===== src/rtl/home_status_if.sv =====
// Controller-to-transmitter bundle: sampled status inputs plus the UART line and frame status.
interface home_status_if;
  logic [2:0] display;
  logic       fdoor;
  logic       rdoor;
  logic       winbuzz;
  logic       alarmbuzz;
  logic       heater;
  logic       cooler;
  logic       tx;
  logic       busy;
  logic       frame_done;

  modport master (
    output display, fdoor, rdoor, winbuzz, alarmbuzz, heater, cooler,
    input  tx, busy, frame_done
  );

  modport slave (
    input  display, fdoor, rdoor, winbuzz, alarmbuzz, heater, cooler,
    output tx, busy, frame_done
  );
endinterface


===== src/rtl/home_status_tx.sv =====
// Sends the controller status as a 2-byte 8N1 UART frame whenever it differs from the last one sent.
// Latency: input change before edge k -> start bit at edge k+1; inputs are ignored while a frame is in flight.
module home_status_tx #(
  parameter int CLKS_PER_BIT = 16
) (
  input logic        Clk,
  input logic        Rst,
  home_status_if.slave hs
);

  localparam int CNT_W = $clog2(CLKS_PER_BIT);

  typedef enum logic [1:0] {IDLE, START, DATA, STOP} state_t;

  state_t           state_q, state_d;
  logic [CNT_W-1:0] clk_cnt_q, clk_cnt_d;
  logic [2:0]       bit_cnt_q, bit_cnt_d;
  logic             byte_idx_q, byte_idx_d;
  logic [8:0]       snap, last_sent, hold;
  logic             init_pend;
  logic             load;
  logic             tx_q, tx_d;
  logic             done_q, done_d;
  logic             last_tick;
  logic [7:0]       byte0, byte1, cur_byte;

  // The sample register runs through reset so the post-reset frame carries current inputs.
  always_ff @(posedge Clk) begin
    snap <= {hs.display, hs.fdoor, hs.rdoor, hs.winbuzz, hs.alarmbuzz, hs.heater, hs.cooler};
  end

  always_ff @(posedge Clk) begin
    if (Rst) begin
      state_q    <= IDLE;
      clk_cnt_q  <= '0;
      bit_cnt_q  <= '0;
      byte_idx_q <= 1'b0;
      last_sent  <= '0;
      hold       <= '0;
      init_pend  <= 1'b1;
      tx_q       <= 1'b1;
      done_q     <= 1'b0;
    end else begin
      state_q    <= state_d;
      clk_cnt_q  <= clk_cnt_d;
      bit_cnt_q  <= bit_cnt_d;
      byte_idx_q <= byte_idx_d;
      tx_q       <= tx_d;
      done_q     <= done_d;
      if (load) begin
        hold      <= snap;
        last_sent <= snap;
        init_pend <= 1'b0;
      end
    end
  end

  // Header bits 10/01 let the panel tell the two bytes apart and resync.
  assign byte0 = {2'b10, hold[5], hold[4], hold[3], hold[8:6]};
  assign byte1 = {5'b01000, hold[2:0]};

  assign last_tick = (clk_cnt_q == CNT_W'(CLKS_PER_BIT - 1));

  always_comb begin
    state_d    = state_q;
    clk_cnt_d  = clk_cnt_q;
    bit_cnt_d  = bit_cnt_q;
    byte_idx_d = byte_idx_q;
    load       = 1'b0;
    done_d     = 1'b0;
    tx_d       = 1'b1;
    cur_byte   = 8'h00;

    case (state_q)
      IDLE: begin
        if ((snap != last_sent) || init_pend) begin
          load       = 1'b1;
          state_d    = START;
          clk_cnt_d  = '0;
          bit_cnt_d  = '0;
          byte_idx_d = 1'b0;
        end
      end
      START: begin
        if (last_tick) begin
          clk_cnt_d = '0;
          bit_cnt_d = '0;
          state_d   = DATA;
        end else begin
          clk_cnt_d = clk_cnt_q + CNT_W'(1);
        end
      end
      DATA: begin
        if (last_tick) begin
          clk_cnt_d = '0;
          if (bit_cnt_q == 3'd7) begin
            state_d = STOP;
          end else begin
            bit_cnt_d = bit_cnt_q + 3'd1;
          end
        end else begin
          clk_cnt_d = clk_cnt_q + CNT_W'(1);
        end
      end
      STOP: begin
        if (last_tick) begin
          clk_cnt_d  = '0;
          byte_idx_d = ~byte_idx_q;
          if (!byte_idx_q) begin
            state_d = START;
          end else begin
            state_d = IDLE;
            done_d  = 1'b1;
          end
        end else begin
          clk_cnt_d = clk_cnt_q + CNT_W'(1);
        end
      end
      default: state_d = IDLE;
    endcase

    // The line level is registered from the next-state view so tx is glitch-free.
    cur_byte = byte_idx_d ? byte1 : byte0;
    case (state_d)
      START:   tx_d = 1'b0;
      DATA:    tx_d = cur_byte[bit_cnt_d];
      default: tx_d = 1'b1;
    endcase
  end

  assign hs.tx         = tx_q;
  assign hs.busy       = (state_q != IDLE);
  assign hs.frame_done = done_q;

endmodule


===== src/flat_wrapper.sv =====
// flat-port wrapper written by rule: the top's interface ports become plain ports
module home_status_tx_flat 
#(
  parameter int CLKS_PER_BIT = 16
)
  (Clk, Rst, hs_display, hs_fdoor, hs_rdoor, hs_winbuzz, hs_alarmbuzz, hs_heater, hs_cooler, hs_tx, hs_busy, hs_frame_done);
  home_status_if hs_i ();
  input logic Clk;
  input logic Rst;
  input wire logic [$bits(hs_i.display)-1:0] hs_display;
  input wire logic [$bits(hs_i.fdoor)-1:0] hs_fdoor;
  input wire logic [$bits(hs_i.rdoor)-1:0] hs_rdoor;
  input wire logic [$bits(hs_i.winbuzz)-1:0] hs_winbuzz;
  input wire logic [$bits(hs_i.alarmbuzz)-1:0] hs_alarmbuzz;
  input wire logic [$bits(hs_i.heater)-1:0] hs_heater;
  input wire logic [$bits(hs_i.cooler)-1:0] hs_cooler;
  output wire logic [$bits(hs_i.tx)-1:0] hs_tx;
  output wire logic [$bits(hs_i.busy)-1:0] hs_busy;
  output wire logic [$bits(hs_i.frame_done)-1:0] hs_frame_done;
  assign hs_i.display = hs_display;
  assign hs_i.fdoor = hs_fdoor;
  assign hs_i.rdoor = hs_rdoor;
  assign hs_i.winbuzz = hs_winbuzz;
  assign hs_i.alarmbuzz = hs_alarmbuzz;
  assign hs_i.heater = hs_heater;
  assign hs_i.cooler = hs_cooler;
  assign hs_tx = hs_i.tx;
  assign hs_busy = hs_i.busy;
  assign hs_frame_done = hs_i.frame_done;
  home_status_tx #(.CLKS_PER_BIT(CLKS_PER_BIT)) u_core (.Clk(Clk), .Rst(Rst), .hs(hs_i));
endmodule

===== config.mk =====
export PLATFORM = sky130hd
export DESIGN_NAME = home_status_tx_flat
export DESIGN_NICKNAME = d
export VERILOG_FILES = /design/src/rtl/home_status_if.sv /design/src/rtl/home_status_tx.sv /design/src/flat_wrapper.sv
export SDC_FILE = /design/constraint.sdc
export NUM_CORES = 1
export LEC_CHECK = 0
export ABC_AREA = 1
export ABC_CLOCK_PERIOD_IN_PS = 2100
export CAP_MARGIN = 20
export CORE_UTILIZATION = 49
export DETAILED_ROUTE_END_ITERATION = 6
export PLACE_DENSITY_LB_ADDON = 0.25
export REMOVE_ABC_BUFFERS = 1
export SLEW_MARGIN = 10
export SYNTH_ARGS = -nofsm -noshare
export SYNTH_HDL_FRONTEND = slang
export SYNTH_SLANG_ARGS = --single-unit
export TNS_END_PERCENT = 20

===== constraint.sdc =====
create_clock -name Clk -period 2.1 [get_ports Clk]
set_clock_uncertainty 0.1 [all_clocks]
set_input_delay 0.63 -clock Clk [delete_from_list [all_inputs] [get_ports Clk]]
set_output_delay 0.63 -clock Clk [all_outputs]
set_load 0.01 [all_outputs]

After elaboration in Yosys (flattened, before gate mapping). Index checks and enable logic that the tools add are counted. Widths: inputs -> output; s select.

Add/subtract/negate cells: 2. $lt $le $gt $ge: 1. Eq/ne operators: 9. Multiplexer cells: 25. Bitwise logic cells: 3. Reduce and logical (&&, ||, !) cells: 5.

Operators with widths (number): $mux 3 (4); $mux 2 (5); $ne 9x9->1 (1); $pmux 3 s3 (1); $mux 4 (2); $mux 8 (1); $pmux 2 s4 (1); $pmux 4 s2 (1); $mux 1 (7); $eq 2x2->1 const B (3); $reduce_or 3->1 (2); $add 4x1->4 const B (1); $eq 2x1->1 const B (2); $eq 4x4->1 const B (1); $lt 3x4->1 const B (1); $pmux 1 s2 (2); $add 3x1->3 const B (1); $bmux 1 s3 (1); $eq 3x3->1 const B (1); $not 1->1 (3); $logic_not 2->1 (1); $ne 2x1->1 const B (1); $reduce_bool 2->1 (1); $logic_or 1x1->1 (1).

Register bits after elaboration: 31. Input port bits: 11. Output and inout port bits: 3.

Depth between registers and ports, before layout.
Word-level depth: 8. Mapped depth: 16.

Worst setup path before layout. OpenSTA, ideal clock, no wires.

Path type: reg2reg. From: reg u_core.state_q[1]. To: reg u_core.tx_q, in the netlist u_core.hs.tx. Setup time: 0.123 ns. Data arrival time: 1.567 ns. Data required time: 1.877 ns. Slack: 0.311 ns. Cell stages (with the launch flop): 13. Path through: dfxtp_1 > ha_1 > clkinv_1 > a21oi_1 > nor2_2 > nand2_1 > nand2_1 > nand2_1 > nand3_1 > nand3_1 > nand3_1 > nand2_1 > a21oi_2.

Cells in the longest elaborated chain, start to end: 6. Elaborated cells on any way between the ends: 18. Those cells by class: 5 x eq/ne; 12 x mux; 1 x reduce/logical.

RTL lines: start: declaration (line home_status_tx.sv:15) `state_t state_q, state_d;`; start signal: assignment (line home_status_tx.sv:44) `state_q <= state_d;`; $eq 2x2->1 / $logic_not 2->1 (equally long branches) (line home_status_tx.sv:74) `case (state_q)`; $pmux 1 s2 (line home_status_tx.sv:74); $mux 8 (line home_status_tx.sv:123) `cur_byte = byte_idx_d ? byte1 : byte0;`; $bmux 1 s3 (line home_status_tx.sv:126) `DATA: tx_d = cur_byte[bit_cnt_d];`; $mux 1 (implied by the code) (line home_status_tx.sv:126); $pmux 1 s2 * (line home_status_tx.sv:124) `case (state_d)`; end signal: assignment (line home_status_tx.sv:48) `tx_q <= tx_d;`; end: declaration (line home_status_tx.sv:22) `logic tx_q, tx_d;`.

Every way passes the cells marked *; elsewhere a longest branch is shown, timed or not. The select of a mux whose other input is x is not followed. A chain may end at the register's enable or synchronous reset.

Worst setup path after layout.
From: reg u_core.clk_cnt_q[0]. To: reg u_core.tx_q, in the netlist u_core.hs.tx.

Cells in the longest elaborated chain, start to end: 7. Elaborated cells on any way between the ends: 16. Those cells by class: 3 x eq/ne; 13 x mux.

RTL lines: start: declaration (line home_status_tx.sv:16) `logic [CNT_W-1:0] clk_cnt_q, clk_cnt_d;`; start signal: assignment (line home_status_tx.sv:45) `clk_cnt_q <= clk_cnt_d;`; $eq 4x4->1 * (line home_status_tx.sv:62) `assign last_tick = (clk_cnt_q == CNT_W'(CLKS_PER_BIT - 1));`; $mux 1 (line home_status_tx.sv:106) `if (last_tick) begin`; $pmux 1 s2 (line home_status_tx.sv:74); $mux 8 (line home_status_tx.sv:123); $bmux 1 s3 (line home_status_tx.sv:126); $mux 1 (implied by the code) (line home_status_tx.sv:126); $pmux 1 s2 * (line home_status_tx.sv:124).

Marked as above.

==> flow_summary.yaml <==
clock_network:
  tritoncts: "built"
  cts_made_buffers: 5
  clock_latency_ps: 340
  clockRootBuffer: "clkbuf_4"
  clock_path_buffers: 2
  clkSinkCount: 31
  htreeDepth: 2
  clkTransAtPathRegs_ps: 110
critical_path:
  slowest_stage: "dfxtp_2"
  cp-startpoint: "u_core.clk_cnt_q[0]$_SDFFE_PP0P_"
  cp-end-kind: "flip-flop"
  critPathMaxFanout: 5
  r2r_cells: 13
  r2r-end: "u_core.hs.tx$_SDFF_PP1_"
  worstSetupPathType: "reg2reg"
  worst_path_largest_cell_delay_ps: 350
  cp.required_ps: 2280
  rrSetupSlack_ps: 150
  cpMostUsedCell: "nand2_1"
  regToRegStartpoint: "u_core.clk_cnt_q[0]$_SDFFE_PP0P_"
  path_cells: "ha_2 -> nand3_4 -> inv_2 -> a21oi_1 -> nor2_2 -> buf_4 -> a21oi_2 -> nor2_1 -> nand2_1 -> nand3_1 -> nand2_1 -> nand2_1 -> a21oi_2"
  cp-start-kind: "flip-flop"
  arrival_ps: 2130
timing:
  min_period_ps: 1950
  finalSetupTns_ps: 0
  worstMarginPinSlew_ps: 321
  setup_slack_ps: 155
  grt_setup_unrepaired: "false"
  hold_viol_final: 0
  slew_headroom: 0.783
  finalSetupViolCount: 0
  max_freq_mhz: 514
  slew_viol_final: 0
  post-route-period-util: 0.926
global_routing:
  top_usage_layer: "met2"
  antenna_found_initial: 0
  grt_pass1_wl_microns: 5200
  grt_usage: 0.207
  grt_max_degree: 13
  gr-usage-met3: 0.0491
  met1_usage: 0.276
  grt_pass1_vias: 1244
  grt.overflow.total: 0
  grtUsageMet2: 0.305
pwr:
  clkPwrFrac: 0.350
  ir_drop_v: 0.000490
  p_comb_frac: 0.160
  swShare: 0.274
  power_per_cell_area_mw_per_mm2: 732
  p_seq_frac: 0.490
  leakage_nw: 0.833
  power_switching_w: 0.000369
  power_w: 0.00134
  p_int_w: 0.000976
synthesis:
  synth_area_sq_mm: 0.00153
  synth_edf_count: 0
  yosys.cell_types.count: 33
  avgSynthCellArea_sq_um: 7.34
  async_flop_share: 0
  synth-seq-area-share: 0.406
  syn_inst: 208
  yosysWarningCount: 0
  synthFlopType: "dfxtp_1"
  synth.ff_latch_count: 31
floorplanning:
  fp.dieArea_sq_mm: 0.00334
  ios: 14
  initial_core_util: 0.536
  rows: 19
  die_y_microns: 57.8
  core-area_sq_mm: 0.00285
  die_w_microns: 57.8
routing:
  drc: 0
  wl_per_cell_microns: 11.0
  ant_nets: 0
  drt_iter0_drc: 41
  dr.pass1.iters: 4
  vias: 1335
  postRouteWirelength_microns: 2890
  routed_via_density: 5.08
placed_design:
  dpl.cell_count: 254
  gp_congestion: 0.906
  pre_cts_ws_ps: 89.6
  hpwl_microns: 2200
  io_buffers: 13
final_layout:
  final_nets: 248
  final_cell_mix: "41 x nand2_1, 28 x dfxtp_1, 24 x inv_1"
  diodes: 0
  area_growth_pct: 20.1
  multiInputGateArea_sq_um: 806
  num-fill-cells: 262
  final-instance-count-excl-fill: 263
  seqCellArea_sq_um: 627
  final_common_cell: "nand2_1"
  drive_gt1_frac: 0.181
worst_hold_path:
  min_path_type: "reg2reg"
  hold_start: "u_core.clk_cnt_q[0]$_SDFFE_PP0P_"
  worstHoldPathCells: 1
  hold_path_end: "u_core.clk_cnt_q[0]$_SDFFE_PP0P_"
flow_run:
  maxCapViolations: 0
status:
  status: "finished clean"
kinds of logic (layout without fill, tap and decap cells):
family | Yosys count | count (layout) | synth area share
AOI/OAI and AO/OA | 37 | 37 | 0.134
xor gates and xnor gates | 5 | 5 | 0.0287
DFF | 31 | 31 | 0.406
buffers and inverters | 33 | 57 | 0.0819
adders and majority gates | 6 | 6 | 0.0491
and+or+nand+nor | 96 | 96 | 0.301
cell type report:
type                    instances  area share
clock buffers                   5      0.0204
clock inverters                 3      0.0239
inverters                      30      0.0613
multi-input cells             144       0.439
flip-flops and latches         31       0.342
well taps                      31      0.0211
repair buffers                 19      0.0927
Yosys cell counts, drive strengths merged (2+ instances only):
| library cell | n | share of area |
|---|---|---|
| a21oi | 19 | 0.067 |
| nor2 | 21 | 0.065 |
| or2 | 3 | 0.012 |
| o21ai | 14 | 0.046 |
| inv | 29 | 0.071 |
| ha | 6 | 0.049 |
| nand2 | 46 | 0.12 |
| xnor2 | 4 | 0.023 |
| dfxtp | 31 | 0.41 |
| nor3 | 4 | 0.013 |
| nand3 | 19 | 0.077 |
| clkbuf | 2 | 0.0049 |
routing by layer:
| layer | up-vias | routed length, microns |
|---|---|---|
| met5 | - | 0 |
| met3 | 6 | 160 |
| met4 | 0 | 45 |
| met1 | 571 | 1440 |
| li1 | 720 | - |
| met2 | 38 | 1240 |
power groups by stage:
stage | clock network [W] | logic, W | registers (W)
after detailed placement | 0 | 0.000211 | 0.000671
after global placement | 0 | 0.000209 | 0.000669
after floorplan | 0 | 0.000136 | 0.000666
final | 0.000470 | 0.000215 | 0.000659
after CTS | 0.000479 | 0.000210 | 0.000658
after global routing | 0.000511 | 0.000244 | 0.000665
stage by stage:
| stage | cell area, sq um | util | hold WS, ps |
|---|---|---|---|
| 5_1_grt | 1840 | 0.643 | 372 |
| 3_5_place_dp | 1720 | 0.604 | 361 |
| 4_1_cts | 1800 | 0.632 | 377 |
| 3_3_place_gp | 1720 | 0.604 | 351 |
| 6_report | 1840 | 0.643 | 360 |
| 2_1_floorplan | 1520 | - | 336 |
critical path: cells and delay by family (launching register included):
family	cells	cell delay (ps)
and+or+nand+nor	7	540
AOI/OAI and AO/OA	3	500
DFF	1	350
buffers and inverters	2	210
adders and majority gates	1	210
sequential cells by signal, indices dropped and copies added (netlist names):
signal	cells
u_core.bit_cnt_q	3
u_core.byte_idx_q	1
u_core.clk_cnt_q	4
u_core.hs.frame_done	1
u_core.hs.tx	1
u_core.init_pend	1
u_core.last_sent	9
u_core.snap	9
u_core.state_q	2
worst max path at each step:
| stage | depth (start not counted) | to | slack [ps] |
|---|---|---|---|
| after floorplan | 12 | u_core.hs.tx$_SDFF_PP1_ | 310 |
| after global placement | 14 | u_core.hs.tx$_SDFF_PP1_ | 120 |
| after detailed placement | 4 | hs_busy | 90 |
| after CTS | 4 | hs_busy | 40 |
| after global routing | 15 | u_core.hs.tx$_SDFF_PP1_ | 3 |
| final | 13 | u_core.hs.tx$_SDFF_PP1_ | 150 |
what timing repair did:
action,CTS,global route
endpoints found under the setup margin,1,2
gates resized for setup,3,10
hold buffers,0,0
setup buffers,0,1
pin swaps,0,1
Power figures use the tool's default switching activity.
